===== src/rtl/nnet_stream_framer.sv =====
// Width adapter and RFNoC packet framer around an HLS neural-net core.
// Optional input framing check: define NNET_FRAME_CHECK_EN.
module nnet_stream_framer #(
  parameter int SR_SPP      = 131,
  parameter int NNET_W      = 18,
  parameter int SIGN_EXT    = 1,
  parameter int SIZE_W      = 16,
  parameter int SPP_DEFAULT = 64
) (
  input  logic              clk,
  input  logic              reset,
  input  logic              clear,
  input  logic              set_stb,
  input  logic [7:0]        set_addr,
  input  logic [31:0]       set_data,
  input  logic [15:0]       src_sid,
  input  logic [15:0]       next_dst_sid,
  input  logic [SIZE_W-1:0] nnet_size_in,
  input  logic [SIZE_W-1:0] nnet_size_out,
  input  logic [31:0]       i_tdata,
  input  logic              i_tlast,
  input  logic              i_tvalid,
  output logic              i_tready,
  input  logic [127:0]      i_tuser,
  output logic [31:0]       o_tdata,
  output logic              o_tlast,
  output logic              o_tvalid,
  input  logic              o_tready,
  output logic [127:0]      o_tuser,
  output logic [NNET_W-1:0] m_axis_nnet_tdata,
  output logic              m_axis_nnet_tlast,
  output logic              m_axis_nnet_tvalid,
  input  logic              m_axis_nnet_tready,
  input  logic [NNET_W-1:0] s_axis_nnet_tdata,
  input  logic              s_axis_nnet_tvalid,
  output logic              s_axis_nnet_tready,
  output logic [15:0]       spp_out,
  output logic [31:0]       vec_in_cnt,
  output logic [31:0]       vec_out_cnt,
  output logic              frame_err
);

  localparam logic [7:0]  SPP_ADDR  = 8'(SR_SPP);
  localparam logic [15:0] SPP_RESET = 16'(SPP_DEFAULT);

  function automatic logic [31:0] extend_result(input logic [NNET_W-1:0] d);
    logic [31:0] r;
    r = ((SIGN_EXT != 0) && d[NNET_W-1]) ? '1 : '0;
    r[NNET_W-1:0] = d;
    return r;
  endfunction

  logic [SIZE_W-1:0] in_idx;
  logic [SIZE_W-1:0] size_in_m1;
  logic [SIZE_W-1:0] out_vec_idx;
  logic [SIZE_W-1:0] size_out_m1;
  logic [15:0]       spp;
  logic [15:0]       active_spp;
  logic [15:0]       pkt_spp;
  logic [15:0]       out_pkt_idx;
  logic [63:0]       hdr;
  logic              sop;
  logic              in_acc;
  logic              tlast_nom;
  logic              forced_tlast;
  logic              out_acc;
  logic              pkt_end;
  logic              vec_end;
  logic              unused_bits;

  assign unused_bits = ^{i_tuser[63:0], set_data[31:16], hdr[60]};

  // Input path: pure pass-through with a generated per-vector tlast
  assign size_in_m1         = nnet_size_in - SIZE_W'(1);
  assign tlast_nom          = (nnet_size_in == '0) || (in_idx == size_in_m1);
  assign m_axis_nnet_tdata  = i_tdata[NNET_W-1:0];
  assign m_axis_nnet_tvalid = i_tvalid;
  assign i_tready           = m_axis_nnet_tready;
  assign in_acc             = i_tvalid && m_axis_nnet_tready;

`ifdef NNET_FRAME_CHECK_EN
  logic frame_err_r;

  assign forced_tlast      = i_tlast && !tlast_nom;
  assign m_axis_nnet_tlast = tlast_nom || forced_tlast;
  assign frame_err         = frame_err_r;

  always_ff @(posedge clk) begin
    if (reset || clear)
      frame_err_r <= 1'b0;
    else if (in_acc && forced_tlast)
      frame_err_r <= 1'b1;
  end
`else
  assign forced_tlast      = 1'b0;
  assign m_axis_nnet_tlast = tlast_nom;
  assign frame_err         = 1'b0;
`endif

  always_ff @(posedge clk) begin
    if (reset || clear) begin
      in_idx <= '0;
      sop    <= 1'b1;
    end else if (in_acc) begin
      in_idx <= m_axis_nnet_tlast ? '0 : in_idx + SIZE_W'(1);
      if (i_tlast)
        sop <= 1'b1;
      else if (sop)
        sop <= 1'b0;
    end
  end

  // A forced tlast is never a nominal vector end, so it is not counted
  always_ff @(posedge clk) begin
    if (reset)
      vec_in_cnt <= '0;
    else if (!clear && in_acc && tlast_nom)
      vec_in_cnt <= vec_in_cnt + 32'd1;
  end

  always_ff @(posedge clk) begin
    if (in_acc && sop)
      hdr <= i_tuser[127:64];
  end

  always_ff @(posedge clk) begin
    if (reset)
      spp <= SPP_RESET;
    else if (set_stb && (set_addr == SPP_ADDR) && (set_data[15:0] != 16'd0))
      spp <= set_data[15:0];
  end

  assign spp_out = spp;

  // Output stage: one register slice, packet bounded by SPP and vector end
  assign s_axis_nnet_tready = !o_tvalid || o_tready;
  assign out_acc            = s_axis_nnet_tvalid && s_axis_nnet_tready;
  assign size_out_m1        = nnet_size_out - SIZE_W'(1);
  assign pkt_spp            = (out_pkt_idx == 16'd0) ? spp : active_spp;
  assign pkt_end            = (out_pkt_idx == pkt_spp - 16'd1);
  assign vec_end            = (nnet_size_out == '0) || (out_vec_idx == size_out_m1);

  always_ff @(posedge clk) begin
    if (reset) begin
      o_tvalid    <= 1'b0;
      o_tdata     <= '0;
      o_tlast     <= 1'b0;
      o_tuser     <= '0;
      out_pkt_idx <= '0;
      out_vec_idx <= '0;
      active_spp  <= SPP_RESET;
    end else if (clear) begin
      o_tvalid    <= 1'b0;
      out_pkt_idx <= '0;
      out_vec_idx <= '0;
    end else if (out_acc) begin
      o_tdata     <= extend_result(s_axis_nnet_tdata);
      o_tvalid    <= 1'b1;
      o_tlast     <= pkt_end || vec_end;
      out_pkt_idx <= (pkt_end || vec_end) ? 16'd0 : out_pkt_idx + 16'd1;
      out_vec_idx <= vec_end ? '0 : out_vec_idx + SIZE_W'(1);
      if (out_pkt_idx == 16'd0) begin
        active_spp <= spp;
        o_tuser    <= {hdr[63:61], 1'b0, hdr[59:48], 16'd0, src_sid, next_dst_sid, 64'd0};
      end
    end else if (o_tready) begin
      o_tvalid <= 1'b0;
    end
  end

  always_ff @(posedge clk) begin
    if (reset)
      vec_out_cnt <= '0;
    else if (!clear && out_acc && vec_end)
      vec_out_cnt <= vec_out_cnt + 32'd1;
  end

endmodule


===== config.mk =====
export PLATFORM = sky130hd
export DESIGN_NAME = nnet_stream_framer
export DESIGN_NICKNAME = d
export VERILOG_FILES = /design/src/rtl/nnet_stream_framer.sv
export SDC_FILE = /design/constraint.sdc
export NUM_CORES = 1
export LEC_CHECK = 0
export CAP_MARGIN = 5
export CORE_AREA = 2 2 216 218
export DETAILED_ROUTE_END_ITERATION = 6
export DIE_AREA = 0 0 218 220
export PLACE_DENSITY = 0.55
export SLEW_MARGIN = 30
export SYNTH_ARGS = -nofsm -noshare
export SYNTH_HDL_FRONTEND = slang
export SYNTH_SLANG_ARGS = --single-unit

===== constraint.sdc =====
create_clock -name clk -period 6.1 [get_ports clk]
set_input_delay 1.22 -clock clk [delete_from_list [all_inputs] [get_ports clk]]
set_output_delay 1.22 -clock clk [all_outputs]
set_load 0.05 [all_outputs]

==> flow_summary.html, run 1 <==
<table>
<tr><th>Metric</th><th>Value</th></tr>
<tr><th colspan="2">Outcome</th></tr>
<tr><td>Status</td><td>completed</td></tr>
<tr><th colspan="2">Clock network</th></tr>
<tr><td>Maximum count of clock buffers along a single path</td><td>3</td></tr>
<tr><td>TritonCTS buffer count</td><td>27</td></tr>
<tr><td>Number of gates given a new drive strength after cts</td><td>0</td></tr>
<tr><td>Number of clock sinks</td><td>227</td></tr>
<tr><td>Maximum level of the CTS H-tree</td><td>1</td></tr>
<tr><td>CTS tree</td><td>built</td></tr>
<tr><td>Worst skew pair latency</td><td>570 ps</td></tr>
<tr><td>Worst-path clk slew</td><td>60 ps</td></tr>
<tr><td>CTS hold repair buffers</td><td>0</td></tr>
<tr><td>Post-CTS setup buffers</td><td>0</td></tr>
<tr><td>CTS root buf</td><td>sky130_fd_sc_hd__clkbuf_16</td></tr>
<tr><th colspan="2">Place</th></tr>
<tr><td>Final HPWL DP</td><td>29,200 microns</td></tr>
<tr><td>Worst slack at placement</td><td>729 ps</td></tr>
<tr><td>Post-placement cell count</td><td>2,397</td></tr>
<tr><td>GPL Wtd Cong</td><td>0.894</td></tr>
<tr><td>Port Buf Inserts</td><td>294</td></tr>
<tr><th colspan="2">Global route</th></tr>
<tr><td>GR Util All Layers</td><td>0.163</td></tr>
<tr><td>Pin count of the biggest net entering global routing</td><td>93</td></tr>
<tr><td>Number of global-route vias before repair</td><td>11.5k</td></tr>
<tr><td>Number of antenna violations at the first check in global routing</td><td>1</td></tr>
<tr><td>Wire length of the first global-routing pass</td><td>63,100 microns</td></tr>
<tr><td>Total congestion overflow after global routing</td><td>0</td></tr>
<tr><th colspan="2">Critical path</th></tr>
<tr><td>Worst R2R Path Depth</td><td>13</td></tr>
<tr><td>Sum of buffers and inverters on the critical path</td><td>3</td></tr>
<tr><td>Capture point of the worst reg-to-reg path</td><td>out_pkt_idx[3]</td></tr>
<tr><td>Top fanout value on the critical path</td><td>11</td></tr>
<tr><td>Endpoint type of the worst setup path</td><td>primary output</td></tr>
<tr><td>Launching element type of the critical path</td><td>input port</td></tr>
<tr><td>Maximum cell stage delay along the critical path</td><td>640 ps</td></tr>
<tr><td>Worst path top cell family by delay</td><td>simple AND/OR/NAND/NOR gates</td></tr>
<tr><td>Required time reported for the critical path endpoint</td><td>4880 ps</td></tr>
<tr><td>Startpoint of the lowest-slack register-to-register path</td><td>out_pkt_idx[0]</td></tr>
<tr><td>Slowest CP cell</td><td>sky130_fd_sc_hd__or4_4</td></tr>
<tr><td>Data arrival at the endpoint of the critical path</td><td>4160 ps</td></tr>
<tr><td>Cell breakdown of the critical path</td><td>clkdlybuf4s50_1, or4_4, or4_1, o21ai_1, a21oi_1, a2111oi_2, a31oi_4, inv_1, buf_12</td></tr>
<tr><td>Worst Setup Path Type</td><td>in2out</td></tr>
<tr><td>Worst-case register-to-register setup slack</td><td>1390 ps</td></tr>
<tr><th colspan="2">Synthesis</th></tr>
<tr><td>Synthesized area</td><td>12,800 sq um</td></tr>
<tr><td>Post-synth EDFFs</td><td>15</td></tr>
<tr><td>Proportion of synthesized chip area in sequential cells</td><td>0.366</td></tr>
<tr><td>Share of synthesized flip-flops with an asynchronous set or reset</td><td>0</td></tr>
<tr><td>Number of synthesized register bits</td><td>227</td></tr>
<tr><td>Synthesized netlist cell count</td><td>1,606</td></tr>
<tr><td>Most common flop cell mapped by yosys</td><td>sky130_fd_sc_hd__dfxtp_1</td></tr>
<tr><td>Average footprint of a synthesized cell</td><td>7.99 sq um</td></tr>
<tr><td>Distinct cells, synth</td><td>72</td></tr>
<tr><td>Total number of yosys warnings</td><td>0</td></tr>
<tr><th colspan="2">Power and ir drop</th></tr>
<tr><td>Leakage component of the power</td><td>5.82 nW</td></tr>
<tr><td>Max rail drop VDD</td><td>0.200 mV</td></tr>
<tr><td>Power Density</td><td>231 nW/um^2</td></tr>
<tr><th colspan="2">STA</th></tr>
<tr><td>Hold Worst Slack</td><td>453 ps</td></tr>
<tr><td>Number of hold violations in the final report</td><td>0</td></tr>
<tr><td>Minimum period implied by the final worst setup slack</td><td>5380 ps</td></tr>
<tr><td>Final setup skew</td><td>28.5 ps</td></tr>
<tr><td>Setup-violating endpoint count in the final report</td><td>0</td></tr>
<tr><td>Setup TNS Final</td><td>0 ps</td></tr>
<tr><td>Rel. slew slack</td><td>0.418</td></tr>
<tr><td>Highest clock rate</td><td>0.186 GHz</td></tr>
<tr><td>Worst Tran Pin Value</td><td>871 ps</td></tr>
<tr><td>Final critical-path setup slack</td><td>720 ps</td></tr>
<tr><td>RSZ-0062 raised after global routing</td><td>no</td></tr>
<tr><td>Number of slew-limit violations in the final report</td><td>0</td></tr>
<tr><td>Final cycle utilization of the critical path</td><td>0.882</td></tr>
<tr><th colspan="2">Floorplan</th></tr>
<tr><td>Number of ports placed on the die boundary</td><td>556</td></tr>
<tr><td>Initial cell density of the core</td><td>0.280</td></tr>
<tr><td>Die height</td><td>220 microns</td></tr>
<tr><td>Core Area</td><td>45,900 sq um</td></tr>
<tr><td>Placement Rows</td><td>79</td></tr>
<tr><td>Area of the die</td><td>48,000 sq um</td></tr>
<tr><td>Width of the die</td><td>218 microns</td></tr>
<tr><th colspan="2">Routing</th></tr>
<tr><td>DRC Markers</td><td>0</td></tr>
<tr><td>Via/cell ratio</td><td>4.95</td></tr>
<tr><td>Starting DRT DRC Count</td><td>536</td></tr>
<tr><td>Detailed-route wire length per cell</td><td>16.6 microns</td></tr>
<tr><td>Vias</td><td>12.1k</td></tr>
<tr><td>First drt pass iteration count</td><td>5</td></tr>
<tr><td>Remaining antenna violation count after routing</td><td>0</td></tr>
<tr><td>Wire length after detailed routing</td><td>40,600 microns</td></tr>
<tr><th colspan="2">Worst hold path</th></tr>
<tr><td>Hold depth</td><td>2</td></tr>
<tr><td>Hold Path Class</td><td>reg2reg</td></tr>
<tr><td>Worst Min Path Start</td><td>o_tuser[81]</td></tr>
<tr><td>Endpoint with the worst hold slack</td><td>o_tuser[81]</td></tr>
<tr><th colspan="2">Layout</th></tr>
<tr><td>Final layout net count</td><td>2,119</td></tr>
<tr><td>Post-Route Utilization</td><td>0.366</td></tr>
<tr><td>Area added between synthesis and finish</td><td>30.8%</td></tr>
<tr><td>Share of post-route cells with drive strength above 1</td><td>0.0560</td></tr>
<tr><td>Number of standard cells in the layout, taps in and fillers out</td><td>2,448</td></tr>
<tr><th colspan="2">Flow run</th></tr>
<tr><td>Maxcap violations</td><td>0</td></tr>
</table>
-- how the worst max path moves through the flow --
stage / start / slack (ps) / cells after the start / endpoint
floorplan: nnet_size_in[1] / 1270 / 10 / m_axis_nnet_tlast
global placement: nnet_size_in[4] / 710 / 9 / m_axis_nnet_tlast
detailed placement: nnet_size_in[4] / 730 / 9 / m_axis_nnet_tlast
CTS: nnet_size_in[4] / 710 / 9 / m_axis_nnet_tlast
global route: nnet_size_in[4] / 580 / 9 / m_axis_nnet_tlast
finish: nnet_size_in[4] / 720 / 9 / m_axis_nnet_tlast
-- tightest hold or removal path, delay by kind of cell (launching register included) --
family,cells,cell delay (ps)
flops,1,310
simple gates,1,50
compound gates,1,50
-- area by class of cell --
type,count,area [sq um]
Tap cell,607,759
Antenna cell,1,2.50
Inverter,30,113
Multi-Input combinational cell,1219,7120
Timing Repair Buffer,314,3110
Fill cell,4722,29100
Sequential cell,227,4690
Clock inverter,15,218
Clock buffer,35,768
-- metal layers --
layer / vias to the layer above / track usage / wire [microns]
met5: - / 0 / 13
met4: 2 / 0.0420 / 781
met3: 56 / 0.0567 / 3650
met2: 371 / 0.270 / 18800
met1: 5702 / 0.201 / 17400
li1: 5976 / - / -
-- cell usage after synthesis, types with 10 or more instances --
| cell | number | area share |
|---|---|---|
| sky130_fd_sc_hd__nor2b_1 | 16 | 0.0078 |
| sky130_fd_sc_hd__dfxtp_1 | 212 | 0.33 |
| sky130_fd_sc_hd__nor4_1 | 25 | 0.012 |
| sky130_fd_sc_hd__or3_1 | 15 | 0.0073 |
| sky130_fd_sc_hd__a21oi_1 | 149 | 0.058 |
| sky130_fd_sc_hd__o31ai_1 | 49 | 0.029 |
| sky130_fd_sc_hd__xor2_1 | 47 | 0.032 |
| sky130_fd_sc_hd__inv_1 | 29 | 0.0085 |
| sky130_fd_sc_hd__mux2i_1 | 29 | 0.023 |
| sky130_fd_sc_hd__o21ai_0 | 26 | 0.010 |
| sky130_fd_sc_hd__and3_1 | 22 | 0.011 |
| sky130_fd_sc_hd__nor2_1 | 104 | 0.030 |
| sky130_fd_sc_hd__nand2_1 | 241 | 0.070 |
| sky130_fd_sc_hd__nand2b_1 | 15 | 0.0073 |
| sky130_fd_sc_hd__or4_1 | 67 | 0.039 |
| sky130_fd_sc_hd__mux2_2 | 10 | 0.0088 |
| sky130_fd_sc_hd__edfxtp_1 | 15 | 0.035 |
| sky130_fd_sc_hd__buf_4 | 117 | 0.068 |
| sky130_fd_sc_hd__clkbuf_1 | 81 | 0.024 |
| sky130_fd_sc_hd__nand4_1 | 39 | 0.019 |
| sky130_fd_sc_hd__nand3_1 | 62 | 0.024 |
| sky130_fd_sc_hd__xnor2_1 | 47 | 0.032 |
| sky130_fd_sc_hd__nor3_1 | 45 | 0.018 |
-- stage by stage --
step	area (sq um)	power (mW)
4_1_cts	16800	3.95
3_3_place_gp	15800	2.12
3_5_place_dp	15800	2.12
6_report	16800	3.88
5_1_grt	16800	4.04
2_1_floorplan	13100	2.00
-- power breakdown --
part	internal [mW]	switching, mW
registers	1.53	0.0169
logic	0.172	0.371
clock network	1.10	0.692
-- cells by family (layout without fill, tap and decap cells) --
group | after synthesis | count (layout) | share of synthesized area
xor+xnor | 94 | 94 | 0.0642
flops | 227 | 227 | 0.366
mux | 39 | 39 | 0.0314
simple gates | 705 | 705 | 0.283
other cells | 1 | 83 | 0.000292
buf+inv | 241 | 394 | 0.107
fa+ha+maj | 9 | 9 | 0.00878
compound gates | 290 | 290 | 0.139
-- state kept, by name, summed over array words and instances (netlist names) --
| register | count |
|---|---|
| out_vec_idx | 16 |
| in_idx | 16 |
| sop | 1 |
| out_pkt_idx | 16 |
| spp_out | 16 |
| o_tuser | 47 |
| o_tdata | 18 |
| vec_out_cnt | 32 |
| vec_in_cnt | 32 |
| o_tlast | 1 |
| o_tvalid | 1 |
| active_spp | 16 |
| hdr | 15 |
-- placed cells by master (no fill, tap or decap), types with 8 or more instances in the layout --
cell                              synthesis  final
sky130_fd_sc_hd__clkdlybuf4s50_1          0    292
sky130_fd_sc_hd__nand2_1                241    240
sky130_fd_sc_hd__dfxtp_1                212    212
sky130_fd_sc_hd__a21oi_1                149    149
sky130_fd_sc_hd__nor2_1                 104    102
sky130_fd_sc_hd__conb_1                   1     82
sky130_fd_sc_hd__or4_1                   67     67
sky130_fd_sc_hd__nand3_1                 62     61
sky130_fd_sc_hd__o31ai_1                 49     49
sky130_fd_sc_hd__xor2_1                  47     47
sky130_fd_sc_hd__xnor2_1                 47     47
sky130_fd_sc_hd__nor3_1                  45     44
sky130_fd_sc_hd__nand4_1                 39     39
sky130_fd_sc_hd__inv_1                   29     29
sky130_fd_sc_hd__mux2i_1                 29     29
sky130_fd_sc_hd__clkbuf_16                0     29
sky130_fd_sc_hd__nor4_1                  25     25
sky130_fd_sc_hd__o21ai_0                 26     25
sky130_fd_sc_hd__and3_1                  22     21
sky130_fd_sc_hd__buf_4                  117     18
sky130_fd_sc_hd__nor2b_1                 16     16
sky130_fd_sc_hd__or3_1                   15     15
sky130_fd_sc_hd__edfxtp_1                15     15
sky130_fd_sc_hd__nand2b_1                15     14
sky130_fd_sc_hd__mux2_2                  10     10
sky130_fd_sc_hd__and4_1                   9      9
sky130_fd_sc_hd__ha_1                     9      9
sky130_fd_sc_hd__nand3b_1                 8      8
Power figures use the tool's default switching activity.
==> run 2: changes to the inputs <==
--- a/config.mk
+++ b/config.mk
@@ -6,10 +6,10 @@
 export NUM_CORES = 1
 export LEC_CHECK = 0
 export CAP_MARGIN = 5
-export CORE_AREA = 2 2 216 218
+export CORE_AREA = 2 2 217 219
 export DETAILED_ROUTE_END_ITERATION = 6
-export DIE_AREA = 0 0 218 220
-export PLACE_DENSITY = 0.55
+export DIE_AREA = 0 0 219 221
+export RECOVER_POWER = 100
 export SLEW_MARGIN = 30
 export SYNTH_ARGS = -nofsm -noshare
 export SYNTH_HDL_FRONTEND = slang
==> run 2 against run 1 <==
The flow now finishes with violations (max-capacitance violations, max-slew violations). Combinational power down 3%. Die area is 0.92% higher. Sequential cell count is the same. Maximum frequency is 3.9% lower. Global-route usage shrank 0.43 points. Non-clock buffer count fell by 2. Routed wire length shrank 1.9%. Sequential share of layout area about the same. Power increased by 1.7%. Final cell count grew 0.12%. Clock skew increased by 7.6 ps. Clock power rose by 5%. Critical path type unchanged. Highest routed layer unchanged.
==> flow_summary.html, run 2 (same netlist as run 1, synthesis figures left out) <==
<table>
<tr><th>Metric</th><th>Value</th></tr>
<tr><th colspan="2">STA</th></tr>
<tr><td>Highest clock rate</td><td>0.179 GHz (was 0.186 GHz)</td></tr>
<tr><td>Setup-violating endpoint count in the final report</td><td>0 (unchanged)</td></tr>
<tr><td>Hold Worst Slack</td><td>447 ps (was 453 ps)</td></tr>
<tr><td>Number of slew-limit violations in the final report</td><td>46 (was 0)</td></tr>
<tr><td>Setup TNS Final</td><td>0 ps (unchanged)</td></tr>
<tr><td>Number of hold violations in the final report</td><td>0 (unchanged)</td></tr>
<tr><td>Final cycle utilization of the critical path</td><td>0.917 (was 0.882)</td></tr>
<tr><td>Final setup skew</td><td>36.1 ps (was 28.5 ps)</td></tr>
<tr><td>Final critical-path setup slack</td><td>504 ps (was 720 ps)</td></tr>
<tr><td>Minimum period implied by the final worst setup slack</td><td>5600 ps (was 5380 ps)</td></tr>
<tr><td>RSZ-0062 raised after global routing</td><td>no (unchanged)</td></tr>
<tr><td>Rel. slew slack</td><td>-0.223 (was 0.418)</td></tr>
<tr><td>Worst Tran Pin Value</td><td>1830 ps (was 871 ps)</td></tr>
<tr><th colspan="2">Routing</th></tr>
<tr><td>Detailed-route wire length per cell</td><td>16.3 microns (was 16.6 microns)</td></tr>
<tr><td>DRC Markers</td><td>0 (unchanged)</td></tr>
<tr><td>Via/cell ratio</td><td>4.93 (was 4.95)</td></tr>
<tr><td>Starting DRT DRC Count</td><td>581 (was 536)</td></tr>
<tr><td>Remaining antenna violation count after routing</td><td>0 (unchanged)</td></tr>
<tr><td>Vias</td><td>12.1k (about the same)</td></tr>
<tr><td>First drt pass iteration count</td><td>5 (unchanged)</td></tr>
<tr><td>Wire length after detailed routing</td><td>39,800 microns (was 40,600 microns)</td></tr>
<tr><th colspan="2">Global route</th></tr>
<tr><td>Pin count of the biggest net entering global routing</td><td>108 (was 93)</td></tr>
<tr><td>Wire length of the first global-routing pass</td><td>62,900 microns (was 63,100 microns)</td></tr>
<tr><td>Number of antenna violations at the first check in global routing</td><td>7 (was 1)</td></tr>
<tr><td>Number of global-route vias before repair</td><td>11.6k (was 11.5k)</td></tr>
<tr><td>Total congestion overflow after global routing</td><td>0 (unchanged)</td></tr>
<tr><td>GR Util All Layers</td><td>0.159 (was 0.163)</td></tr>
<tr><th colspan="2">Critical path</th></tr>
<tr><td>CP most frequent cell</td><td>sky130_fd_sc_hd__or4_1</td></tr>
<tr><td>Startpoint of the lowest-slack register-to-register path</td><td>out_pkt_idx[0] (unchanged)</td></tr>
<tr><td>Data arrival at the endpoint of the critical path</td><td>4380 ps (was 4160 ps)</td></tr>
<tr><td>Top fanout value on the critical path</td><td>11 (unchanged)</td></tr>
<tr><td>Slowest CP cell</td><td>sky130_fd_sc_hd__dlygate4sd3_1 (was sky130_fd_sc_hd__or4_4)</td></tr>
<tr><td>Required time reported for the critical path endpoint</td><td>4880 ps (about the same)</td></tr>
<tr><td>Worst-case register-to-register setup slack</td><td>1670 ps (was 1390 ps)</td></tr>
<tr><td>Worst R2R Path Depth</td><td>13 (unchanged)</td></tr>
<tr><td>Launching element type of the critical path</td><td>input port (unchanged)</td></tr>
<tr><td>Maximum cell stage delay along the critical path</td><td>720 ps (was 640 ps)</td></tr>
<tr><td>Worst Setup Path Type</td><td>in2out (unchanged)</td></tr>
<tr><td>Endpoint type of the worst setup path</td><td>primary output (unchanged)</td></tr>
<tr><td>Cell breakdown of the critical path</td><td>dlygate4sd3_1, or4_1, or4_1, o21ai_0, a21oi_1, a2111oi_2, a31oi_4, inv_1, buf_12 (was clkdlybuf4s50_1, or4_4, or4_1, o21ai_1, a21oi_1, a2111oi_2, a31oi_4, inv_1, buf_12)</td></tr>
<tr><td>Capture point of the worst reg-to-reg path</td><td>out_pkt_idx[9] (was out_pkt_idx[3])</td></tr>
<tr><th colspan="2">Floorplan</th></tr>
<tr><td>Initial cell density of the core</td><td>0.279 (was 0.280)</td></tr>
<tr><td>Core Area</td><td>46,100 sq um (was 45,900 sq um)</td></tr>
<tr><td>Area of the die</td><td>48,400 sq um (was 48,000 sq um)</td></tr>
<tr><td>Number of ports placed on the die boundary</td><td>556 (unchanged)</td></tr>
<tr><td>Width of the die</td><td>219 microns (was 218 microns)</td></tr>
<tr><td>Placement Rows</td><td>79 (unchanged)</td></tr>
<tr><td>Die height</td><td>221 microns (was 220 microns)</td></tr>
<tr><th colspan="2">Layout</th></tr>
<tr><td>Final layout net count</td><td>2,118 (was 2,119)</td></tr>
<tr><td>Area added between synthesis and finish</td><td>31.0% (was 30.8%)</td></tr>
<tr><td>Post-layout instance area</td><td>16,800 sq um (about the same)</td></tr>
<tr><td>Top register by number of flip-flops</td><td>o_tuser (unchanged)</td></tr>
<tr><td>Area taken by flip-flops and latches</td><td>4690 sq um (unchanged)</td></tr>
<tr><td>Share of post-route cells with drive strength above 1</td><td>0.0505 (was 0.0560)</td></tr>
<tr><td>Most common cell after layout, fill and taps aside</td><td>sky130_fd_sc_hd__nand2_1 (was sky130_fd_sc_hd__clkdlybuf4s50_1)</td></tr>
<tr><td>Number of standard cells in the layout, taps in and fillers out</td><td>2,451 (was 2,448)</td></tr>
<tr><td>Commonest non-fill, non-tap cells in the layout</td><td>241 x sky130_fd_sc_hd__nand2_1, 212 x sky130_fd_sc_hd__dfxtp_1, 185 x sky130_fd_sc_hd__dlygate4sd3_1 (was 292 x sky130_fd_sc_hd__clkdlybuf4s50_1, 240 x sky130_fd_sc_hd__nand2_1, 212 x sky130_fd_sc_hd__dfxtp_1)</td></tr>
<tr><td>Fill cell count</td><td>4,737 (was 4,722)</td></tr>
<tr><td>Number of flip-flops in the largest register</td><td>47 (unchanged)</td></tr>
<tr><td>Largest registers</td><td>o_tuser: 47 flops, vec_in_cnt: 32 flops, vec_out_cnt: 32 flops (unchanged)</td></tr>
<tr><td>Area of the multi-input gates</td><td>7100 sq um (was 7120 sq um)</td></tr>
<tr><th colspan="2">Worst hold path</th></tr>
<tr><td>Endpoint with the worst hold slack</td><td>o_tdata[8] (was o_tuser[81])</td></tr>
<tr><td>Worst Min Path Start</td><td>o_tdata[8] (was o_tuser[81])</td></tr>
<tr><td>Hold Path Class</td><td>reg2reg (unchanged)</td></tr>
<tr><td>Hold depth</td><td>2 (unchanged)</td></tr>
<tr><th colspan="2">Power and ir drop</th></tr>
<tr><td>Switching portion of total power</td><td>0.271 (was 0.278)</td></tr>
<tr><td>Net switching component of the power</td><td>1.07 mW (was 1.08 mW)</td></tr>
<tr><td>Cell internal pwr</td><td>2.88 mW (was 2.80 mW)</td></tr>
<tr><td>Clk network pwr share</td><td>0.476 (was 0.462)</td></tr>
<tr><td>Max rail drop VDD</td><td>0.181 mV (was 0.200 mV)</td></tr>
<tr><td>Leakage component of the power</td><td>6.35 nW (was 5.82 nW)</td></tr>
<tr><td>Power Density</td><td>235 nW/um^2 (was 231 nW/um^2)</td></tr>
<tr><td>Logic gate share of total power</td><td>0.134 (was 0.140)</td></tr>
<tr><td>Sequential share of power</td><td>0.391 (was 0.398)</td></tr>
<tr><th colspan="2">Place</th></tr>
<tr><td>Final HPWL DP</td><td>28,700 microns (was 29,200 microns)</td></tr>
<tr><td>Total placed instance area</td><td>15,800 sq um (about the same)</td></tr>
<tr><td>Post-placement cell count</td><td>2,394 (was 2,397)</td></tr>
<tr><td>GPL Wtd Cong</td><td>0.872 (was 0.894)</td></tr>
<tr><td>Worst slack at placement</td><td>608 ps (was 729 ps)</td></tr>
<tr><td>Port Buf Inserts</td><td>294 (unchanged)</td></tr>
<tr><th colspan="2">Clock network</th></tr>
<tr><td>CTS root buf</td><td>sky130_fd_sc_hd__clkbuf_16 (unchanged)</td></tr>
<tr><td>Maximum count of clock buffers along a single path</td><td>3 (unchanged)</td></tr>
<tr><td>Worst skew pair latency</td><td>570 ps (about the same)</td></tr>
<tr><td>Maximum level of the CTS H-tree</td><td>1 (unchanged)</td></tr>
<tr><td>TritonCTS buffer count</td><td>28 (was 27)</td></tr>
<tr><td>CTS tree</td><td>built (unchanged)</td></tr>
<tr><td>Number of clock sinks</td><td>227 (unchanged)</td></tr>
<tr><td>Worst-path clk slew</td><td>50 ps (was 60 ps)</td></tr>
<tr><td>CTS hold repair buffers</td><td>0 (unchanged)</td></tr>
<tr><td>Number of gates given a new drive strength after cts</td><td>0 (unchanged)</td></tr>
<tr><td>Post-CTS setup buffers</td><td>0 (unchanged)</td></tr>
<tr><th colspan="2">Outcome</th></tr>
<tr><td>Status</td><td>complete, but fails checks (was completed)</td></tr>
<tr><td>Violated checks</td><td>max-capacitance violations, max-slew violations</td></tr>
<tr><th colspan="2">Flow run</th></tr>
<tr><td>Maxcap violations</td><td>1 (was 0)</td></tr>
</table>
-- run 2: how the worst max path moves through the flow --
stage | start | to | slack (ps) | cells after the start
3_5_place_dp | nnet_size_in[4] | m_axis_nnet_tlast | 610 | 9
6_report | nnet_size_in[4] | m_axis_nnet_tlast | 500 | 9
3_3_place_gp | nnet_size_in[4] | m_axis_nnet_tlast | 580 | 9
4_1_cts | nnet_size_in[4] | m_axis_nnet_tlast | 600 | 9
2_1_floorplan | nnet_size_in[1] | m_axis_nnet_tlast | 1270 | 10
5_1_grt | nnet_size_in[4] | m_axis_nnet_tlast | 310 | 9
-- run 2: critical path: cells and delay by family --
kind | cells | cell delay [ps]
buffers and inverters | 3 | 1110
AO/OA/AOI/OAI | 4 | 870
AND/OR/NAND/NOR | 2 | 1170
-- run 2: power groups by stage --
stage / Sequential (mW) / Combinational [mW] / Clock [mW]
2_1_floorplan: 1.65 / 0.350 / 0
5_1_grt: 1.55 / 0.564 / 1.99
6_report: 1.54 / 0.527 / 1.88
4_1_cts: 1.54 / 0.542 / 1.93
3_3_place_gp: 1.58 / 0.536 / 0
3_5_place_dp: 1.58 / 0.541 / 0
-- run 2: stage by stage --
stage | total power [mW] | util
6_report | 3.95 | 0.365
5_1_grt | 4.10 | 0.365
4_1_cts | 4.02 | 0.365
3_5_place_dp | 2.12 | 0.342
3_3_place_gp | 2.11 | 0.342
2_1_floorplan | 2.00 | -
-- run 2: cell type report --
type | instances | area share
sequential | 227 | 0.279
tap | 607 | 0.0452
inverter | 30 | 0.00670
clock inverter | 15 | 0.0141
timing repair buffer | 312 | 0.183
clock buffer | 37 | 0.0486
multi-input combinational | 1219 | 0.422
antenna | 4 | 0.000595
-- run 2: layer usage --
metal / track usage / wire (microns)
met3: 0.0609 / 3730
met5: 0 / 38
met2: 0.256 / 18200
met4: 0.0436 / 885
met1: 0.197 / 17000
==> run 3: changes to the inputs <==
--- a/config.mk
+++ b/config.mk
@@ -10,7 +10,6 @@
 export DETAILED_ROUTE_END_ITERATION = 6
 export DIE_AREA = 0 0 219 221
 export RECOVER_POWER = 100
-export SLEW_MARGIN = 30
 export SYNTH_ARGS = -nofsm -noshare
 export SYNTH_HDL_FRONTEND = slang
 export SYNTH_SLANG_ARGS = --single-unit
==> run 3 against run 2 <==
The flow still finishes with violations (max-capacitance violations, max-slew violations). Sequential power about the same. Routed wire length fell by 0.95%. Worst setup slack got worse by 33 ps. Final cell count is essentially flat. Critical path depth stayed put. Register-to-register slack worse by 250 ps. Utilization decreased by 0.26 points. Sequential share of layout area increased by 0.20 points. Largest cell class unchanged. Largest power group unchanged.
==> flow_summary.html, run 3 (same netlist as run 1, synthesis figures left out) <==
<table>
<tr><th>Metric</th><th>Value</th></tr>
<tr><th colspan="2">Global route</th></tr>
<tr><td>Number of antenna violations at the first check in global routing</td><td>7 (unchanged)</td></tr>
<tr><td>Total congestion overflow after global routing</td><td>0 (unchanged)</td></tr>
<tr><td>Wire length of the first global-routing pass</td><td>62,700 microns (was 62,900 microns)</td></tr>
<tr><td>GR Util All Layers</td><td>0.159 (about the same)</td></tr>
<tr><td>Number of global-route vias before repair</td><td>11.5k (was 11.6k)</td></tr>
<tr><td>Pin count of the biggest net entering global routing</td><td>108 (unchanged)</td></tr>
<tr><th colspan="2">Floorplan</th></tr>
<tr><td>Area of the die</td><td>48,400 sq um (unchanged)</td></tr>
<tr><td>Placement Rows</td><td>79 (unchanged)</td></tr>
<tr><td>Die height</td><td>221 microns (unchanged)</td></tr>
<tr><td>Width of the die</td><td>219 microns (unchanged)</td></tr>
<tr><td>Initial cell density of the core</td><td>0.279 (unchanged)</td></tr>
<tr><td>Core Area</td><td>46,100 sq um (unchanged)</td></tr>
<tr><td>Number of ports placed on the die boundary</td><td>556 (unchanged)</td></tr>
<tr><th colspan="2">Routing</th></tr>
<tr><td>Remaining antenna violation count after routing</td><td>0 (unchanged)</td></tr>
<tr><td>Wire length after detailed routing</td><td>39,500 microns (was 39,800 microns)</td></tr>
<tr><td>First drt pass iteration count</td><td>5 (unchanged)</td></tr>
<tr><td>Vias</td><td>12.1k (about the same)</td></tr>
<tr><td>DRC Markers</td><td>0 (unchanged)</td></tr>
<tr><td>Detailed-route wire length per cell</td><td>16.1 microns (was 16.3 microns)</td></tr>
<tr><td>Starting DRT DRC Count</td><td>600 (was 581)</td></tr>
<tr><td>Via/cell ratio</td><td>4.93 (about the same)</td></tr>
<tr><th colspan="2">Clock network</th></tr>
<tr><td>TritonCTS buffer count</td><td>28 (unchanged)</td></tr>
<tr><td>CTS root buf</td><td>sky130_fd_sc_hd__clkbuf_16 (unchanged)</td></tr>
<tr><td>Worst skew pair latency</td><td>560 ps (was 570 ps)</td></tr>
<tr><td>Number of clock sinks</td><td>227 (unchanged)</td></tr>
<tr><td>CTS tree</td><td>built (unchanged)</td></tr>
<tr><td>CTS hold repair buffers</td><td>0 (unchanged)</td></tr>
<tr><td>Post-CTS setup buffers</td><td>0 (unchanged)</td></tr>
<tr><td>Maximum count of clock buffers along a single path</td><td>3 (unchanged)</td></tr>
<tr><td>Number of gates given a new drive strength after cts</td><td>0 (unchanged)</td></tr>
<tr><td>Worst-path clk slew</td><td>60 ps (was 50 ps)</td></tr>
<tr><td>Maximum level of the CTS H-tree</td><td>1 (unchanged)</td></tr>
<tr><th colspan="2">STA</th></tr>
<tr><td>Final setup skew</td><td>19.7 ps (was 36.1 ps)</td></tr>
<tr><td>Final critical-path setup slack</td><td>471 ps (was 504 ps)</td></tr>
<tr><td>Worst Tran Pin Value</td><td>2640 ps (was 1830 ps)</td></tr>
<tr><td>Number of slew-limit violations in the final report</td><td>71 (was 46)</td></tr>
<tr><td>Rel. slew slack</td><td>-0.764 (was -0.223)</td></tr>
<tr><td>Highest clock rate</td><td>0.178 GHz (was 0.179 GHz)</td></tr>
<tr><td>Setup TNS Final</td><td>0 ps (unchanged)</td></tr>
<tr><td>RSZ-0062 raised after global routing</td><td>no (unchanged)</td></tr>
<tr><td>Minimum period implied by the final worst setup slack</td><td>5630 ps (was 5600 ps)</td></tr>
<tr><td>Setup-violating endpoint count in the final report</td><td>0 (unchanged)</td></tr>
<tr><td>Number of hold violations in the final report</td><td>0 (unchanged)</td></tr>
<tr><td>Final cycle utilization of the critical path</td><td>0.923 (was 0.917)</td></tr>
<tr><th colspan="2">Place</th></tr>
<tr><td>Worst slack at placement</td><td>604 ps (was 608 ps)</td></tr>
<tr><td>Final HPWL DP</td><td>28,600 microns (was 28,700 microns)</td></tr>
<tr><td>Port Buf Inserts</td><td>294 (unchanged)</td></tr>
<tr><td>GPL Wtd Cong</td><td>0.872 (unchanged)</td></tr>
<tr><th colspan="2">Layout</th></tr>
<tr><td>Top register by number of flip-flops</td><td>o_tuser (unchanged)</td></tr>
<tr><td>Commonest non-fill, non-tap cells in the layout</td><td>240 x sky130_fd_sc_hd__nand2_1, 212 x sky130_fd_sc_hd__dfxtp_1, 185 x sky130_fd_sc_hd__dlygate4sd3_1 (was 241 x sky130_fd_sc_hd__nand2_1, 212 x sky130_fd_sc_hd__dfxtp_1, 185 x sky130_fd_sc_hd__dlygate4sd3_1)</td></tr>
<tr><td>Largest registers</td><td>o_tuser: 47 flops, vec_in_cnt: 32 flops, vec_out_cnt: 32 flops (unchanged)</td></tr>
<tr><td>Most common cell after layout, fill and taps aside</td><td>sky130_fd_sc_hd__nand2_1 (unchanged)</td></tr>
<tr><td>Share of post-route cells with drive strength above 1</td><td>0.0490 (was 0.0505)</td></tr>
<tr><td>Fill cell count</td><td>4,752 (was 4,737)</td></tr>
<tr><td>Number of flip-flops in the largest register</td><td>47 (unchanged)</td></tr>
<tr><td>Final layout net count</td><td>2,116 (was 2,118)</td></tr>
<tr><td>Area added between synthesis and finish</td><td>30.1% (was 31.0%)</td></tr>
<tr><th colspan="2">Critical path</th></tr>
<tr><td>Worst path top cell family by delay</td><td>simple AND/OR/NAND/NOR gates (unchanged)</td></tr>
<tr><td>Data arrival at the endpoint of the critical path</td><td>4410 ps (was 4380 ps)</td></tr>
<tr><td>CP most frequent cell</td><td>sky130_fd_sc_hd__or4_1 (unchanged)</td></tr>
<tr><td>Required time reported for the critical path endpoint</td><td>4880 ps (about the same)</td></tr>
<tr><td>Endpoint type of the worst setup path</td><td>primary output (unchanged)</td></tr>
<tr><td>Top fanout value on the critical path</td><td>11 (unchanged)</td></tr>
<tr><td>Logic depth of the worst path, buffers included</td><td>9 (unchanged)</td></tr>
<tr><td>Cell breakdown of the critical path</td><td>dlygate4sd3_1, or4_1, or4_1, o21ai_0, a21oi_1, a2111oi_2, a31oi_4, inv_1, buf_12 (unchanged)</td></tr>
<tr><td>Worst Setup Path Type</td><td>in2out (unchanged)</td></tr>
<tr><td>Sum of buffers and inverters on the critical path</td><td>3 (unchanged)</td></tr>
<tr><td>Maximum cell stage delay along the critical path</td><td>700 ps (was 720 ps)</td></tr>
<tr><td>Launching element type of the critical path</td><td>input port (unchanged)</td></tr>
<tr><td>Worst R2R Path Depth</td><td>9 (was 13)</td></tr>
<tr><td>Slowest CP cell</td><td>sky130_fd_sc_hd__dlygate4sd3_1 (unchanged)</td></tr>
<tr><th colspan="2">Flow run</th></tr>
<tr><td>Maxcap violations</td><td>2 (was 1)</td></tr>
<tr><th colspan="2">Outcome</th></tr>
<tr><td>Status</td><td>complete, but fails checks (unchanged)</td></tr>
<tr><td>Violated checks</td><td>max-capacitance violations, max-slew violations (unchanged)</td></tr>
<tr><th colspan="2">Worst hold path</th></tr>
<tr><td>Hold Path Class</td><td>reg2reg (unchanged)</td></tr>
<tr><td>Hold depth</td><td>2 (unchanged)</td></tr>
<tr><th colspan="2">Power and ir drop</th></tr>
<tr><td>Power, Total</td><td>3.81 mW (was 3.95 mW)</td></tr>
<tr><td>Max rail drop VDD</td><td>0.206 mV (was 0.181 mV)</td></tr>
<tr><td>Power Density</td><td>228 nW/um^2 (was 235 nW/um^2)</td></tr>
<tr><td>Leakage component of the power</td><td>6.30 nW (was 6.35 nW)</td></tr>
</table>
==> run 3: cell types whose count changed in the layout (fill, tap and decap cells not counted), sizes merged <==
| cell | delta |
|---|---|
| clkbuf | -3 |
| clkinv | +3 |
| bufinv | -2 |
| buf | -1 |
| diode | +1 |
| inv | +1 |
==> run 3: through the flow <==
stage / cells / area (sq um) / util / hold WS (ps)
after floorplan: 1687 / 13100 / - / 430
after global placement: 2393 / 15700 / 0.342 / 441
after detailed placement: 2393 / 15700 / 0.342 / 446
after CTS: 2445 / 16700 / 0.363 / 454
after global routing: 2449 / 16700 / 0.362 / 467
final: 2450 / 16700 / 0.362 / 448
==> run 3: cell type report <==
cell class / instances / area (sq um) / share of cell area
clock buffer: 35 / 778 / 0.0466
clock inverter: 17 / 198 / 0.0118
inverter: 30 / 113 / 0.00675
tap: 607 / 759 / 0.0455
multi-input combinational: 1219 / 7090 / 0.425
antenna: 5 / 12.5 / 0.000750
sequential: 227 / 4690 / 0.281
timing repair buffer: 310 / 3050 / 0.183
==> run 3: path summary, 6_finish.rpt <==
path	from	to	slack (ps)
max	nnet_size_in[4]	m_axis_nnet_tlast	470
min	o_tuser[67]	o_tuser[67]	450
max reg2reg	out_pkt_idx[0]	o_tuser[84]	1420
min reg2reg	o_tuser[67]	o_tuser[67]	450
==> run 3: power by group <==
part           internal [mW]  total [mW]  switching (mW)
registers               1.53        1.54          0.0164
logic                  0.158       0.525           0.367
clock network           1.07        1.74           0.671
==> run 3: worst min-delay path, stage by stage, from the launching register on <==
cell                      delay, ps
sky130_fd_sc_hd__dfxtp_1        300
sky130_fd_sc_hd__nand2_1         50
sky130_fd_sc_hd__a21oi_1         50
==> run 3: metal layers <==
| layer | share of wire | vias to the layer above | track usage |
|---|---|---|---|
| li1 | - | 5972 | - |
| met1 | 0.42 | 5643 | 0.195 |
| met2 | 0.46 | 401 | 0.258 |
| met3 | 0.097 | 54 | 0.0605 |
| met4 | 0.021 | 4 | 0.0434 |
| met5 | 0.00076 | - | 0 |
